<file path="src/rtl/ifs_bus_controller_if.sv">
// Bus-state controller signal bundle between the interframe-space sequencer and the frame datapath.
// errorPassive exists only when SUSPEND_TRANSMISSION_EN is defined.
interface ifs_bus_controller_if;
  // No valid/ready pairs here: samplePoint, frameReady and endOverload are one-cycle
  // strobes acted on when high; txRequest is a level held until the txGrant pulse.
  logic       samplePoint;
  logic       canRX;
  logic       frameReady;
  logic       endOverload;
  logic       txRequest;
`ifdef SUSPEND_TRANSMISSION_EN
  logic       errorPassive;
`endif
  logic       isStart;
  logic       txGrant;
  logic       isOverload;
  logic       busIdle;
  logic       protocolError;
  logic [2:0] state;

  modport master (
    input  samplePoint, canRX, frameReady, endOverload, txRequest,
`ifdef SUSPEND_TRANSMISSION_EN
    input  errorPassive,
`endif
    output isStart, txGrant, isOverload, busIdle, protocolError, state
  );

  modport slave (
    output samplePoint, canRX, frameReady, endOverload, txRequest,
`ifdef SUSPEND_TRANSMISSION_EN
    output errorPassive,
`endif
    input  isStart, txGrant, isOverload, busIdle, protocolError, state
  );
endinterface

</file>
<file path="src/rtl/ifs_bus_controller.sv">
// CAN interframe-space bus-state controller: integration, idle, frame, intermission, overload.
// Optional suspend-transmission state enabled by defining SUSPEND_TRANSMISSION_EN.
module ifs_bus_controller #(
  parameter int INTEGRATION_BITS  = 11,
  parameter int INTERMISSION_BITS = 3,
  parameter int MAX_OVERLOAD      = 2,
  parameter int SUSPEND_BITS      = 8
) (
  input logic                  clock,
  input logic                  reset,
  ifs_bus_controller_if.master bus
);
  localparam int CW = $clog2(INTEGRATION_BITS + 1);
  localparam int OW = $clog2(MAX_OVERLOAD + 1);
  localparam logic [CW-1:0] INTEG_END = CW'(INTEGRATION_BITS);
  localparam logic [CW-1:0] INTER_END = CW'(INTERMISSION_BITS);
  localparam logic [CW-1:0] INTER_SOF = CW'(INTERMISSION_BITS - 1);
  localparam logic [OW-1:0] OVL_MAX   = OW'(MAX_OVERLOAD);
`ifdef SUSPEND_TRANSMISSION_EN
  localparam logic [CW-1:0] SUSP_END  = CW'(SUSPEND_BITS);
`endif

  typedef enum logic [2:0] {
    ST_INTEGRATING  = 3'd0,
    ST_IDLE         = 3'd1,
    ST_RECEIVING    = 3'd2,
    ST_INTERMISSION = 3'd3,
    ST_OVERLOAD     = 3'd4,
    ST_SUSPEND      = 3'd5
  } state_e;

  state_e        state_q, state_d;
  logic [CW-1:0] bit_cnt_q, bit_cnt_d, bit_inc;
  logic [OW-1:0] ovl_cnt_q, ovl_cnt_d;
  logic          tx_own_q, tx_own_d;
  logic          is_start_q, is_start_d;
  logic          tx_grant_q, tx_grant_d;
  logic          protocol_error_q, protocol_error_d;
  logic          is_overload_q, bus_idle_q;
  logic          rec, dom;

  assign rec     = bus.samplePoint & bus.canRX;
  assign dom     = bus.samplePoint & ~bus.canRX;
  assign bit_inc = (bit_cnt_q == '1) ? bit_cnt_q : bit_cnt_q + 1'b1;

  always_comb begin
    state_d          = state_q;
    bit_cnt_d        = bit_cnt_q;
    ovl_cnt_d        = ovl_cnt_q;
    tx_own_d         = tx_own_q;
    is_start_d       = 1'b0;
    tx_grant_d       = 1'b0;
    protocol_error_d = 1'b0;
    case (state_q)
      ST_INTEGRATING: begin
        if (rec) begin
          if (bit_inc == INTEG_END) begin
            state_d   = ST_IDLE;
            bit_cnt_d = '0;
          end else begin
            bit_cnt_d = bit_inc;
          end
        end else if (dom) begin
          bit_cnt_d = '0;
        end
      end
      ST_IDLE: begin
        // A dominant bit from another node wins over our own pending request.
        if (dom) begin
          state_d    = ST_RECEIVING;
          is_start_d = 1'b1;
          tx_own_d   = 1'b0;
          ovl_cnt_d  = '0;
        end else if (rec && bus.txRequest) begin
          state_d    = ST_RECEIVING;
          is_start_d = 1'b1;
          tx_grant_d = 1'b1;
          tx_own_d   = 1'b1;
          ovl_cnt_d  = '0;
        end
      end
      ST_RECEIVING: begin
        if (bus.frameReady) begin
          state_d   = ST_INTERMISSION;
          bit_cnt_d = '0;
        end
      end
      ST_INTERMISSION: begin
        if (dom) begin
          if (bit_cnt_q == INTER_SOF) begin
            state_d    = ST_RECEIVING;
            is_start_d = 1'b1;
            tx_own_d   = 1'b0;
            ovl_cnt_d  = '0;
          end else if (ovl_cnt_q < OVL_MAX) begin
            state_d   = ST_OVERLOAD;
            ovl_cnt_d = ovl_cnt_q + 1'b1;
          end else begin
            state_d          = ST_INTEGRATING;
            bit_cnt_d        = '0;
            protocol_error_d = 1'b1;
          end
        end else if (rec) begin
          if (bit_inc == INTER_END) begin
            bit_cnt_d = '0;
            tx_own_d  = 1'b0;
            state_d   = ST_IDLE;
`ifdef SUSPEND_TRANSMISSION_EN
            if (tx_own_q && bus.errorPassive) state_d = ST_SUSPEND;
`endif
          end else begin
            bit_cnt_d = bit_inc;
          end
        end
      end
      ST_OVERLOAD: begin
        if (bus.endOverload) begin
          state_d   = ST_INTERMISSION;
          bit_cnt_d = '0;
        end
      end
`ifdef SUSPEND_TRANSMISSION_EN
      ST_SUSPEND: begin
        if (dom) begin
          state_d    = ST_RECEIVING;
          is_start_d = 1'b1;
          ovl_cnt_d  = '0;
        end else if (rec) begin
          if (bit_inc == SUSP_END) begin
            state_d   = ST_IDLE;
            bit_cnt_d = '0;
          end else begin
            bit_cnt_d = bit_inc;
          end
        end
      end
`endif
      default: begin
        state_d   = ST_INTEGRATING;
        bit_cnt_d = '0;
      end
    endcase
  end

  always_ff @(posedge clock) begin
    if (reset) begin
      state_q          <= ST_INTEGRATING;
      bit_cnt_q        <= '0;
      ovl_cnt_q        <= '0;
      tx_own_q         <= 1'b0;
      is_start_q       <= 1'b0;
      tx_grant_q       <= 1'b0;
      protocol_error_q <= 1'b0;
      is_overload_q    <= 1'b0;
      bus_idle_q       <= 1'b0;
    end else begin
      state_q          <= state_d;
      bit_cnt_q        <= bit_cnt_d;
      ovl_cnt_q        <= ovl_cnt_d;
      tx_own_q         <= tx_own_d;
      is_start_q       <= is_start_d;
      tx_grant_q       <= tx_grant_d;
      protocol_error_q <= protocol_error_d;
      is_overload_q    <= (state_d == ST_OVERLOAD);
      bus_idle_q       <= (state_d == ST_IDLE);
    end
  end

  assign bus.isStart       = is_start_q;
  assign bus.txGrant       = tx_grant_q;
  assign bus.isOverload    = is_overload_q;
  assign bus.busIdle       = bus_idle_q;
  assign bus.protocolError = protocol_error_q;
  assign bus.state         = state_q;
endmodule

</file>
<file path="src/flat_wrapper.sv">
// flat-port wrapper written by rule: the top's interface ports become plain ports
module ifs_bus_controller_flat 
#(
  parameter int INTEGRATION_BITS  = 11,
  parameter int INTERMISSION_BITS = 3,
  parameter int MAX_OVERLOAD      = 2,
  parameter int SUSPEND_BITS      = 8
)
  (clock, reset, bus_samplePoint, bus_canRX, bus_frameReady, bus_endOverload, bus_txRequest, bus_isStart, bus_txGrant, bus_isOverload, bus_busIdle, bus_protocolError, bus_state);
  ifs_bus_controller_if bus_i ();
  input logic clock;
  input logic reset;
  input wire logic [$bits(bus_i.samplePoint)-1:0] bus_samplePoint;
  input wire logic [$bits(bus_i.canRX)-1:0] bus_canRX;
  input wire logic [$bits(bus_i.frameReady)-1:0] bus_frameReady;
  input wire logic [$bits(bus_i.endOverload)-1:0] bus_endOverload;
  input wire logic [$bits(bus_i.txRequest)-1:0] bus_txRequest;
  output wire logic [$bits(bus_i.isStart)-1:0] bus_isStart;
  output wire logic [$bits(bus_i.txGrant)-1:0] bus_txGrant;
  output wire logic [$bits(bus_i.isOverload)-1:0] bus_isOverload;
  output wire logic [$bits(bus_i.busIdle)-1:0] bus_busIdle;
  output wire logic [$bits(bus_i.protocolError)-1:0] bus_protocolError;
  output wire logic [$bits(bus_i.state)-1:0] bus_state;
  assign bus_i.samplePoint = bus_samplePoint;
  assign bus_i.canRX = bus_canRX;
  assign bus_i.frameReady = bus_frameReady;
  assign bus_i.endOverload = bus_endOverload;
  assign bus_i.txRequest = bus_txRequest;
  assign bus_isStart = bus_i.isStart;
  assign bus_txGrant = bus_i.txGrant;
  assign bus_isOverload = bus_i.isOverload;
  assign bus_busIdle = bus_i.busIdle;
  assign bus_protocolError = bus_i.protocolError;
  assign bus_state = bus_i.state;
  ifs_bus_controller #(.INTEGRATION_BITS(INTEGRATION_BITS), .INTERMISSION_BITS(INTERMISSION_BITS), .MAX_OVERLOAD(MAX_OVERLOAD), .SUSPEND_BITS(SUSPEND_BITS)) u_core (.clock(clock), .reset(reset), .bus(bus_i));
endmodule
</file>
<file path="config.mk">
export PLATFORM = sky130hd
export DESIGN_NAME = ifs_bus_controller_flat
export DESIGN_NICKNAME = d
export VERILOG_FILES = /design/src/rtl/ifs_bus_controller_if.sv /design/src/rtl/ifs_bus_controller.sv /design/src/flat_wrapper.sv
export SDC_FILE = /design/constraint.sdc
export NUM_CORES = 1
export LEC_CHECK = 0
export CORE_AREA = 2 2 53 55
export CTS_CLUSTER_DIAMETER = 150
export DETAILED_ROUTE_END_ITERATION = 7
export DIE_AREA = 0 0 55 57
export SYNTH_ARGS = -nofsm -noshare
export SYNTH_HDL_FRONTEND = slang
export SYNTH_SLANG_ARGS = --single-unit
</file>
<file path="constraint.sdc">
create_clock -name clock -period 2.14 [get_ports clock]
set_input_delay 0.428 -clock clock [delete_from_list [all_inputs] [get_ports clock]]
set_output_delay 0.428 -clock clock [all_outputs]
set_load 0.01 [all_outputs]
</file>
# Word-level counts from Yosys, hierarchy flattened
# Index checks and enable logic that the tools add are counted.
dict set report totals {
  regBits 14
  in_bits 7
}
dict set report op_classes {
  muxes 36
  addsub 2
  n_eq_ne 19
  reduce_logical 7
  n_bitwise 6
  n_lt_le_gt_ge 1
}
# operator n
set op_table {}
lappend op_table {{4-bit two-way mux} 11}
lappend op_table {{3-bit two-way mux} 11}
lappend op_table {{4-bit case mux with 5 select lines} 1}
lappend op_table {{3-bit case mux with 5 select lines} 1}
lappend op_table {{3-bit by 1-bit != test with 1-bit output (second input constant)} 4}
lappend op_table {{2-bit two-way mux} 5}
lappend op_table {{4-bit by 2-bit equality test with 1-bit output (second input constant)} 2}
lappend op_table {{4-bit equality test (second input constant)} 2}
lappend op_table {{7-bit AND reduction} 1}
lappend op_table {{3-bit by 1-bit equality test with 1-bit output (second input constant)} 2}
lappend op_table {{3-bit by 2-bit equality test with 1-bit output (second input constant)} 2}
lappend op_table {{3-bit equality test (second input constant)} 2}
lappend op_table {{3-bit != test (second input constant)} 2}
lappend op_table {{1-bit two-way mux} 5}
lappend op_table {{4-bit by 1-bit adder with 4-bit output (second input constant)} 1}
lappend op_table {{2-bit != test (second input constant)} 2}
lappend op_table {{1-bit NOT} 4}
lappend op_table {{2-bit case mux with 2 select lines} 1}
lappend op_table {{4-bit AND reduction} 1}
lappend op_table {{4-bit OR reduction} 1}
lappend op_table {{3-bit logical NOT} 1}
lappend op_table {{3-bit OR reduction} 1}
lappend op_table {{2-bit by 1-bit adder with 2-bit output (second input constant)} 1}
lappend op_table {{1-bit AND} 2}
lappend op_table {{5 further kinds} 5}

# Longest topological paths before layout
# Gate-level depths: netlist (run 1).
dict set report logic_depth {
  ltp_word 8
  ltp_mapped 7
  ltp_nobuf 7
}

# Least setup slack after synthesis (run 1)
# No wires, ideal clock.
dict set report synth_path {
  kind {register to register}
  startpoint {register u_core.bit_cnt_q[0]}
  endpoint {register u_core.bit_cnt_q[1]}
  required_ns 2.009
  path_buffers 0
  setup_ns 0.131
  t_arrival_ns 1.704
  stages_incl_launch_ff 8
  path_slack_ns 0.305
  cell_sequence {dfxtp_1 > inv_1 > ha_1 > or3b_1 > a211oi_2 > nor4_2 > a21boi_1 > o32ai_2}
}
dict set report synth_between {
  elab_chain_len 7
}
# item line_no
set synth_rtl {}
lappend synth_rtl {{from (decl)} ifs_bus_controller.sv:33} ;# logic [CW-1:0] bit_cnt_q, bit_cnt_d, bit_inc;
lappend synth_rtl {{from (signal assigned)} ifs_bus_controller.sv:158} ;# bit_cnt_q <= bit_cnt_d;
lappend synth_rtl {{4-bit by 1-bit adder with 4-bit output or 4-bit equality test (tied branches)} ifs_bus_controller.sv:44} ;# assign bit_inc = (bit_cnt_q == '1) ? bit_cnt_q : bit_cnt_q + 1'b1;
lappend synth_rtl {{4-bit two-way mux} ifs_bus_controller.sv:44}
lappend synth_rtl {{4-bit by 2-bit equality test with 1-bit output} ifs_bus_controller.sv:104} ;# if (bit_inc == INTER_END) begin
lappend synth_rtl {{4-bit two-way mux} ifs_bus_controller.sv:104}
lappend synth_rtl {{4-bit two-way mux} ifs_bus_controller.sv:103} ;# end else if (rec) begin
lappend synth_rtl {{4-bit two-way mux} ifs_bus_controller.sv:89} ;# if (dom) begin
lappend synth_rtl {{4-bit case mux with 5 select lines} ifs_bus_controller.sv:54} ;# case (state_q)
# Several ways; a longest one is shown, not always the timed one. The select of a mux whose other input is x is not followed.
# A chain may end at the register's enable or synchronous reset.

# Worst setup path after layout (run 1)
dict set report layout_path {
  startpoint {register u_core.state_q[2], in the netlist u_core.bus.state[2]}
  endpoint {output bus_state[2]}
}
# item line_no
set layout_lines {}
lappend layout_lines {{from (decl)} ifs_bus_controller.sv:32} ;# state_e state_q, state_d;
lappend layout_lines {{from (signal assigned)} ifs_bus_controller.sv:157} ;# state_q <= state_d;
lappend layout_lines {{to (decl)} flat_wrapper.sv:23} ;# output wire logic [$bits(bus_i.state)-1:0] bus_state;
# No word-level cell between the ends.

==> key figures, run 1 <==
Yosys
  – Asr flop ratio synth: 0%
  – Post-Syn Area: 873.3 um2
  – Mean Syn Cell Area: 8.733 um2
  – Most common library cells after synthesis: 14 x dfxtp_1, 9 x a21oi_1, 7 x nand2b_1
  – Number of synthesized flops with an enable pin: 0
  – Synth area leaders: dfxtp_1 32%, a21oi_1 5.2%, nand2b_1 5.0%
  – Synthesis-stage register bit count: 14
  – Synth Area in Compound Gates: 18.91%
  – Top-area cell type share of the netlist area: 32.09%
  – Sequential share of the synthesized area: 32.09%
  – Count of different cell masters after synthesis: 43
  – Synth area leader: dfxtp_1
  – XOR/XNOR share of the synthesized area: 2.006%
  – Largest family of logic cells by synthesized area: simple AND/OR/NAND/NOR gates
  – Post-Syn Nets: 109
  – Simple-gate share of the synthesized area: 37.54%
  – Synth warnings: 0
  – Mapped Cells: 100
  – Cell with the most instances after synthesis: dfxtp_1
  – Synth Area in Adders: 2.865%
  – Post-synthesis mux area share: 1.146%
  – Ys flop type: dfxtp_1

Die
  – CORE AREA: 2615 um2
  – Site Rows: 19
  – # IOs: 15
  – Initial Utilization: 33.40%
  – Die area: 3135 um2
  – Chip width: 55 um
  – Die H: 57 um

Pwr
  – LEAKAGE: 0.0003814 uW
  – Max IR drop VDD: 0.0003107 V
  – Power per cell area: 463.6 nW/um2

Setup path
  – Arrival time worst endpoint: 1.50 ns
  – Crit Path Max Fanout: 14
  – Slowest cell on crit path: clkdlybuf4s50_1
  – R2R depth: 8
  – Setup crit end kind: output pin
  – Worst r2r src: u_core.bit_cnt_q[0]
  – CP delay by family, top: buffers and inverters
  – RR Endpoint: u_core.bit_cnt_q[0]
  – CP Cell Sequence: clkdlybuf4s50_1
  – R2R Setup Slk: 0.24 ns
  – Worst Path Buf+Inv: 1
  – Crit path kind: reg -> out
  – Crit path largest cell delay: 0.62 ns
  – CP Data Required Time: 1.71 ns
  – Critical path launch point type: flip-flop

Clock network
  – TritonCTS clock tree: built
  – Worst-path clk slew: 0.09 ns
  – Post CTS Setup Buffer Count: 0
  – # H-tree levels: 1
  – Worst-skew pair later-pin latency: 0.28 ns
  – Hold-fix buffers, CTS: 0
  – Post-CTS sizing: 0
  – Num CTS Buffers: 3
  – Clk buf depth: 2
  – Clock Sinks: 14
  – Root buf cell: clkbuf_4

STA
  – Number of hold violations in the final report: 0
  – Worst-margin pin slew: 0.4851 ns
  – Pins Over Slew Limit: 0
  – Final hold slack: 0.5214 ns
  – Final worst-path cycle share: 90.10%
  – RSZ-0062 raised after global routing: false
  – Slew HR: 67.56%
  – Highest clock rate: 518.6 MHz
  – Setup TNS: 0 ns
  – Clk_skew: 0.006887 ns
  – # setup viols final: 0
  – Min Tclk post-route: 1.928 ns

Place
  – Routability-driven placement congestion ratio: 0.7420
  – I/O Buffers: 14
  – Post-DP HPWL: 1.436 mm

Routing
  – Final WL: 1.889 mm
  – First-pass DRT Iterations: 4
  – Iteration-0 DRC Markers: 13
  – Total number of vias: 776
  – # DRC: 0
  – Vias per cell: 5.279
  – Routed wire per std cell: 12.85 um
  – Antenna Nets Post-Route: 0

Global routing
  – All-Layer GR Usage: 13.98%
  – Number of global-route vias before repair: 707
  – Largest net degree at the start of global routing: 15
  – Total grt overflow: 0
  – First-pass GRT wire length: 3.146 mm
  – Initial antenna violation count: 0

Layout
  – Area grow syn2layout: 23.07%
  – N_diodes: 0
  – Nets: 126
  – Layout cells sized above 1: 15.52%

Hold path
  – Hold Crit Class: reg -> reg
  – WHS Path Cells: 2
  – Hold Startpoint: u_core.ovl_cnt_q[0]
  – Hold Path End: u_core.ovl_cnt_q[0]

Status
  – Status: complete, no violations

Run
  – Max Cap Violations: 0
[power breakdown]
part	total, uW	switching, uW	internal, uW
clock network	191	87.6	103
logic	44.7	21.6	23.1
registers	262	1.31	261
[stage by stage]
| stage | total power (uW) | instances | worst slack, ns | utilization (%) | area (um2) |
|---|---|---|---|---|---|
| 3_3_place_gp | 313.2 | 143 | 0.0005320 | 39.71 | 1039 |
| 3_5_place_dp | 313.4 | 143 | 0.009934 | 39.71 | 1039 |
| 5_1_grt | 525.4 | 147 | 0.1061 | 41.10 | 1075 |
| 2_1_floorplan | 290.9 | 100 | 0.3046 | - | 873.3 |
| 4_1_cts | 507.1 | 147 | 0.2064 | 41.10 | 1075 |
| 6_report | 498.3 | 147 | 0.2119 | 41.10 | 1075 |
[worst min-delay path: stages, from the launching register on]
cell and delay, ns:
dfxtp_1 0.33, nand3b_1 0.09, a21oi_1 0.06
[worst max-delay path by stage]
stage,start,to,slack (ns),depth (start not counted)
floorplan,u_core.bit_cnt_q[0],u_core.bit_cnt_q[1],0.30,7
global placement,bus_frameReady,u_core.bit_cnt_q[0],0.0005,7
detailed placement,bus_samplePoint,u_core.bit_cnt_q[1],0.01,7
CTS,u_core.bus.state[2],bus_state[2],0.21,1
global route,u_core.bus.state[2],bus_state[2],0.11,1
finish,u_core.bus.state[2],bus_state[2],0.21,1
[logic make-up (layout without fill, tap and decap cells)]
| kind of cell | count (synthesis) | after routing |
|---|---|---|
| fa+ha+maj | 2 | 2 |
| mux | 1 | 1 |
| compound gates | 23 | 23 |
| buf+inv | 7 | 23 |
| xor+xnor | 2 | 2 |
| simple gates | 51 | 51 |
| flops | 14 | 14 |
[cell type report]
cell class | count | area (um2)
Inverter | 1 | 3.754
Clock buffer | 4 | 36.28
Fill cell | 281 | 1540
Timing Repair Buffer | 18 | 170.2
Sequential cell | 14 | 280.3
Tap cell | 31 | 38.79
Multi-Input combinational cell | 79 | 545.5
[layer usage]
layer	global-route usage, %	share of wire (%)
met1	19.58	47
met2	19.90	47
met3	5.236	5.1
met4	4.181	0.95
met5	0	0
[layout by cell type (no fill, tap or decap), drive strengths merged, types with 2 or more instances in the layout]
master | synthesis | final
or2 | 2 | 2
ha | 2 | 2
clkbuf | 1 | 4
nand3 | 6 | 6
nor4b | 3 | 3
nand3b | 2 | 2
a21oi | 9 | 9
dfxtp | 14 | 14
nand2b | 7 | 7
a211oi | 3 | 3
o22ai | 2 | 2
nand2 | 4 | 4
buf | 5 | 4
clkdlybuf4s50 | 0 | 14
nor2b | 2 | 2
nor3 | 6 | 6
or3b | 3 | 3
nor3b | 4 | 4
nor2 | 6 | 6
nor4 | 2 | 2
o21ai | 2 | 2
a21boi | 2 | 2
[registers in the layout, summed over array words and instances (netlist names)]
name                      flops
u_core.bit_cnt_q              4
u_core.bus.state              3
u_core.ovl_cnt_q              2
u_core.bus.busIdle            1
u_core.bus.isOverload         1
u_core.bus.isStart            1
u_core.bus.protocolError      1
u_core.bus.txGrant            1
No activity file was read; power rests on OpenSTA's default activity.
==> inputs of run 2 (changes only) <==
--- a/config.mk
+++ b/config.mk
@@ -5,10 +5,10 @@
 export SDC_FILE = /design/constraint.sdc
 export NUM_CORES = 1
 export LEC_CHECK = 0
-export CORE_AREA = 2 2 53 55
+export CORE_AREA = 10 10 61 63
 export CTS_CLUSTER_DIAMETER = 150
 export DETAILED_ROUTE_END_ITERATION = 7
-export DIE_AREA = 0 0 55 57
+export DIE_AREA = 0 0 71 73
 export SYNTH_ARGS = -nofsm -noshare
 export SYNTH_HDL_FRONTEND = slang
 export SYNTH_SLANG_ARGS = --single-unit
==> run 2 against run 1 <==
Non-clock buffer count grew 1. Highest routed layer unchanged. Wire length grew 6.5%. Largest cell class unchanged. Register-to-register slack lost 0.04 ns. Critical endpoint is now u_core.bit_cnt_q[0].
==> key figures, run 2 (synthesis gave the netlist of run 1 again) <==
Die
  – Initial Utilization: 33.40%
  – CORE AREA: 2615 um2
  – Chip width: 71 um
  – # IOs: 15
  – Die H: 73 um
  – Die area: 5183 um2
  – Site Rows: 19

Setup path
  – R2R depth: 8
  – Worst r2r src: u_core.bit_cnt_q[0]
  – CP Data Required Time: 2.34 ns
  – RR Endpoint: u_core.bit_cnt_q[0]
  – Crit Path Max Fanout: 7
  – Crit path kind: reg -> reg
  – Arrival time worst endpoint: 2.14 ns
  – Setup crit end kind: flip-flop
  – Critical path launch point type: flip-flop
  – R2R Setup Slk: 0.20 ns

Clock network
  – Post-CTS sizing: 0
  – Num CTS Buffers: 3
  – Worst-skew pair later-pin latency: 0.28 ns
  – Clock Sinks: 14
  – Hold-fix buffers, CTS: 0
  – TritonCTS clock tree: built
  – Worst-path clk slew: 0.09 ns
  – # H-tree levels: 1
  – Root buf cell: clkbuf_4
  – Clk buf depth: 2
  – Post CTS Setup Buffer Count: 0

Layout
  – Biggest register: u_core.bit_cnt_q
  – Post-Layout Cell Count: 148
  – Commonest non-fill, non-tap cells in the layout: 14 x clkdlybuf4s50_1, 14 x dfxtp_1, 9 x a21oi_1
  – Register Area: 280.3 um2
  – FILL cells: 279
  – N_diodes: 0
  – Layout cells sized above 1: 16.24%
  – Area of the multi-input gates: 545.5 um2
  – Max reg flops: 4
  – Nets: 127
  – Area grow syn2layout: 23.93%

Place
  – Post-DP HPWL: 1.584 mm
  – I/O Buffers: 14
  – Routability-driven placement congestion ratio: 0.7776
  – Placed Instances: 144

Pwr
  – Max IR drop VDD: 0.0003894 V
  – P_sw: 110.4 uW
  – Int Power: 389.0 uW
  – Logic pwr share: 9.3%
  – Seq pwr share: 52.6%
  – Clk network pwr share: 38.2%
  – Switching share of power: 22.10%
  – LEAKAGE: 0.0003862 uW
  – Power per cell area: 461.4 nW/um2

STA
  – Min Tclk post-route: 1.941 ns
  – Worst-margin pin slew: 0.4815 ns
  – Final worst-path cycle share: 90.70%
  – RSZ-0062 raised after global routing: false
  – Pins Over Slew Limit: 0
  – Setup TNS: 0 ns
  – # setup viols final: 0
  – Number of hold violations in the final report: 0
  – Highest clock rate: 515.2 MHz
  – Slew HR: 67.80%
  – Clk_skew: 0.006419 ns

Routing
  – # DRC: 0
  – Vias per cell: 5.243
  – Iteration-0 DRC Markers: 62
  – Final WL: 2.011 mm
  – Routed wire per std cell: 13.59 um
  – Total number of vias: 776
  – First-pass DRT Iterations: 4
  – Antenna Nets Post-Route: 0

Hold path
  – Hold Crit Class: reg -> reg
  – Hold Path End: u_core.ovl_cnt_q[0]
  – WHS Path Cells: 2
  – Hold Startpoint: u_core.ovl_cnt_q[0]

Global routing
  – Largest net degree at the start of global routing: 15
  – First-pass GRT wire length: 3.484 mm
  – Initial antenna violation count: 0
  – Total grt overflow: 0
  – Number of global-route vias before repair: 796
  – All-Layer GR Usage: 8.110%

Run
  – Max Cap Violations: 0

Status
  – Status: complete, no violations
run 2: power by group through the flow:
stage / registers (uW) / logic (uW) / clock network, uW
floorplan: 268 / 22.5 / 0
global placement: 269 / 45.7 / 0
detailed placement: 269 / 46.4 / 0
CTS: 263 / 46.6 / 199
global route: 263 / 50.8 / 211
finish: 263 / 46.3 / 191
run 2: critical path, cell delays in order, from the launching register on:
cell and delay, ns:
dfxtp_1 0.37, inv_1 0.11, ha_1 0.18, or3b_1 0.37, a211oi_2 0.28, nor4_2 0.08
buf_4 0.16, a21boi_1 0.15, o31ai_2 0.17
run 2: final cells by class:
type                    count  share of cell area (%)
repair buffers             19                   16.42
multi-input cells          79                   50.40
clock buffers               4                   3.353
inverters                   1                  0.3468
well taps                  31                   3.584
flip-flops and latches     14                   25.90
run 2: through the flow:
stage | hold WS [ns] | power, uW | worst slack, ns | cell area, um2 | utilization (%)
6_report | 0.5120 | 499.4 | 0.1991 | 1082 | 41.39
5_1_grt | 0.5549 | 524.8 | 0.01111 | 1082 | 41.39
4_1_cts | 0.5212 | 508.0 | 0.1945 | 1082 | 41.39
3_5_place_dp | 0.5036 | 315.1 | 0.02592 | 1046 | 40.00
3_3_place_gp | 0.4858 | 314.4 | 0.04725 | 1046 | 40.00
2_1_floorplan | 0.4687 | 290.9 | 0.3046 | 873.3 | -
run 2: worst max-delay path by stage:
stage	startpoint	end	depth (start not counted)	slack, ns
final	u_core.bit_cnt_q[0]	u_core.bit_cnt_q[0]	8	0.20
after global routing	u_core.bit_cnt_q[0]	u_core.bit_cnt_q[1]	8	0.01
after CTS	u_core.bit_cnt_q[0]	u_core.bit_cnt_q[0]	8	0.19
after detailed placement	bus_frameReady	u_core.bit_cnt_q[0]	7	0.03
after global placement	bus_frameReady	u_core.bit_cnt_q[0]	7	0.05
after floorplan	u_core.bit_cnt_q[0]	u_core.bit_cnt_q[1]	7	0.30
run 2: metal layers:
| layer | up-vias | routed length [um] | track usage, % |
|---|---|---|---|
| met4 | 0 | 10 | 1.935 |
| met2 | 22 | 909 | 13.16 |
| li1 | 405 | - | - |
| met3 | 2 | 215 | 4.898 |
| met1 | 347 | 875 | 8.821 |
| met5 | - | 0 | 0 |
==> inputs of run 3 (changes only) <==
--- a/config.mk
+++ b/config.mk
@@ -9,6 +9,7 @@
 export CTS_CLUSTER_DIAMETER = 150
 export DETAILED_ROUTE_END_ITERATION = 7
 export DIE_AREA = 0 0 71 73
+export REMOVE_ABC_BUFFERS = 1
 export SYNTH_ARGS = -nofsm -noshare
 export SYNTH_HDL_FRONTEND = slang
 export SYNTH_SLANG_ARGS = --single-unit
==> constraint.sdc (replaced) <==
create_clock -name clock -period 1.8 [get_ports clock]
set_input_delay 0.36 -clock clock [delete_from_list [all_inputs] [get_ports clock]]
set_output_delay 0.36 -clock clock [all_outputs]
set_load 0.01 [all_outputs]
==> run 3 against run 2 <==
Clock skew is 0.0058 ns higher. Sequential share of layout area is 2.9 points lower. Highest routed layer unchanged. Sequential power is 17% higher. First-iteration DRC count is 37% lower. Fmax is 11% higher. Global-route usage is 1.0 points higher. Sequential cell count stayed put. Critical path depth is 1 lower. Worst setup slack worse by 0.14 ns. Register-to-register slack worse by 0.14 ns.
==> key figures, run 3 (synthesis gave the netlist of run 1 again) <==
Pwr
  – Int Power: 470.8 uW
  – P_sw: 144.1 uW
  – Seq pwr share: 50.2%
  – Max IR drop VDD: 0.0004011 V
  – Logic pwr share: 12.0%
  – Final Power: 614.9 uW
  – Power per cell area: 487.0 nW/um2
  – Switching share of power: 23.44%
  – Clk network pwr share: 37.9%
  – LEAKAGE: 0.0005031 uW

Setup path
  – Arrival time worst endpoint: 1.94 ns
  – CP startpoint: u_core.bit_cnt_q[0]
  – R2R Setup Slk: 0.06 ns
  – Critical path launch point type: flip-flop
  – R2R depth: 7
  – RR Endpoint: u_core.bit_cnt_q[0]
  – CP Data Required Time: 2.00 ns
  – Crit Path Max Fanout: 6
  – Setup crit end kind: flip-flop
  – Crit path kind: reg -> reg
  – Critical path capture point: u_core.bit_cnt_q[0]
  – Worst r2r src: u_core.bit_cnt_q[0]

Die
  – # IOs: 15
  – Die H: 73 um
  – Chip width: 71 um
  – Initial Utilization: 33.40%
  – CORE AREA: 2615 um2
  – Die area: 5183 um2
  – Site Rows: 19

Status
  – Status: complete, no violations

Layout
  – Max reg flops: 4
  – Biggest register: u_core.bit_cnt_q
  – FILL cells: 239
  – Core Util, Final: 48.28%
  – Layout cells sized above 1: 33.59%
  – Area grow syn2layout: 44.56%
  – Commonest non-fill, non-tap cells in the layout: 18 x buf_4, 12 x clkdlybuf4s50_1, 10 x dfxtp_1
  – N_diodes: 0
  – Final design instance area without fill: 1262 um2
  – Area of the multi-input gates: 601.8 um2
  – Commonest non-fill, non-tap cell in the layout: buf_4
  – Register Area: 290.3 um2
  – Nets: 141

Clock network
  – # H-tree levels: 1
  – TritonCTS clock tree: built
  – Clk buf depth: 2
  – Worst-skew pair later-pin latency: 0.29 ns
  – Root buf cell: clkbuf_4
  – Num CTS Buffers: 3
  – Clock Sinks: 14
  – Worst-path clk slew: 0.08 ns

STA
  – Number of hold violations in the final report: 0
  – Pins Over Slew Limit: 0
  – RSZ-0062 raised after global routing: true
  – Min Tclk post-route: 1.741 ns
  – Highest clock rate: 574.4 MHz
  – Final worst-path cycle share: 96.72%
  – Clk_skew: 0.01223 ns
  – Worst-margin pin slew: 0.4253 ns
  – # setup viols final: 0
  – Slew HR: 71.44%

Routing
  – Routed wire per std cell: 14.40 um
  – # DRC: 0
  – Vias per cell: 5.290
  – Final WL: 2.332 mm
  – Antenna Nets Post-Route: 0
  – Total number of vias: 857
  – Iteration-0 DRC Markers: 39
  – First-pass DRT Iterations: 4

Global routing
  – Number of global-route vias before repair: 863
  – Initial antenna violation count: 0
  – All-Layer GR Usage: 9.159%
  – Total grt overflow: 0
  – Largest net degree at the start of global routing: 11
  – First-pass GRT wire length: 3.864 mm

Place
  – Routability-driven placement congestion ratio: 0.7916
  – Post-DP HPWL: 1.751 mm
  – Area post-placement: 1136 um2
  – I/O Buffers: 14

Hold path
  – Hold Crit Class: reg -> reg

Run
  – Max Cap Violations: 0
[run 3: cell type report]
class | count | share of cell area, %
multi-input combinational | 79 | 47.67
clock buffer | 4 | 2.874
tap | 31 | 3.072
inverter | 1 | 0.2973
sequential | 14 | 22.99
timing repair buffer | 33 | 23.09
[run 3: repair_timing]
| item | in CTS | in global routing |
|---|---|---|
| resized for setup | 4 | 16 |
| endpoints found under the hold margin | 0 | 0 |
| hold buffers | 0 | 0 |
| setup endpoints to repair | 6 | 6 |
| setup buffers | 0 | 2 |
| pin swaps | 1 | 2 |
[run 3: how the worst min path moves through the flow]
stage | from | to | slack (ns) | cells after the start
6_report | u_core.bus.state[2] | u_core.bus.isStart | 0.51 | 1
4_1_cts | u_core.bus.state[2] | u_core.bus.isStart | 0.51 | 1
3_3_place_gp | u_core.ovl_cnt_q[0] | u_core.ovl_cnt_q[0] | 0.50 | 2
3_5_place_dp | u_core.bus.state[2] | u_core.bus.isStart | 0.50 | 1
5_1_grt | u_core.ovl_cnt_q[0] | u_core.ovl_cnt_q[0] | 0.54 | 2
2_1_floorplan | reset | u_core.bit_cnt_q[3] | 0.43 | 1
[run 3: metal layers]
layer	vias up	GRT usage, %	share of wire [%]
met1	404	10.72	44
met2	18	13.85	47
met5	-	0	0
met3	4	4.082	7.2
met4	0	4.516	1.8
li1	431	-	-
[run 3: power by group through the flow]
stage / clock [uW] / sequential [uW] / combinational, uW
2_1_floorplan: 0 / 319 / 23.7
3_3_place_gp: 0 / 318 / 60.3
3_5_place_dp: 0 / 318 / 60.9
4_1_cts: 240 / 311 / 62.5
5_1_grt: 255 / 309 / 79.4
6_report: 233 / 308 / 73.6
[run 3: worst max-delay path, cell delays in order, from the launching register on]
cell	delay [ns]
dfxtp_2	0.33
inv_2	0.07
ha_4	0.13
or3b_4	0.39
a211oi_4	0.30
nor4_4	0.09
a21boi_4	0.17
o31ai_2	0.18
[run 3: stage by stage]
step / hold WS [ns] / TNS (ns) / instances / setup WS, ns
after CTS: 0.5150 / -0.009562 / 160 / -0.009562
after detailed placement: 0.5021 / -1.110 / 156 / -0.3123
after global placement: 0.5004 / -0.9198 / 156 / -0.2792
after floorplan: 0.4291 / -0.03475 / 94 / -0.03475
final: 0.5079 / 0 / 162 / 0.05901
after global routing: 0.5423 / -0.05772 / 162 / -0.03487
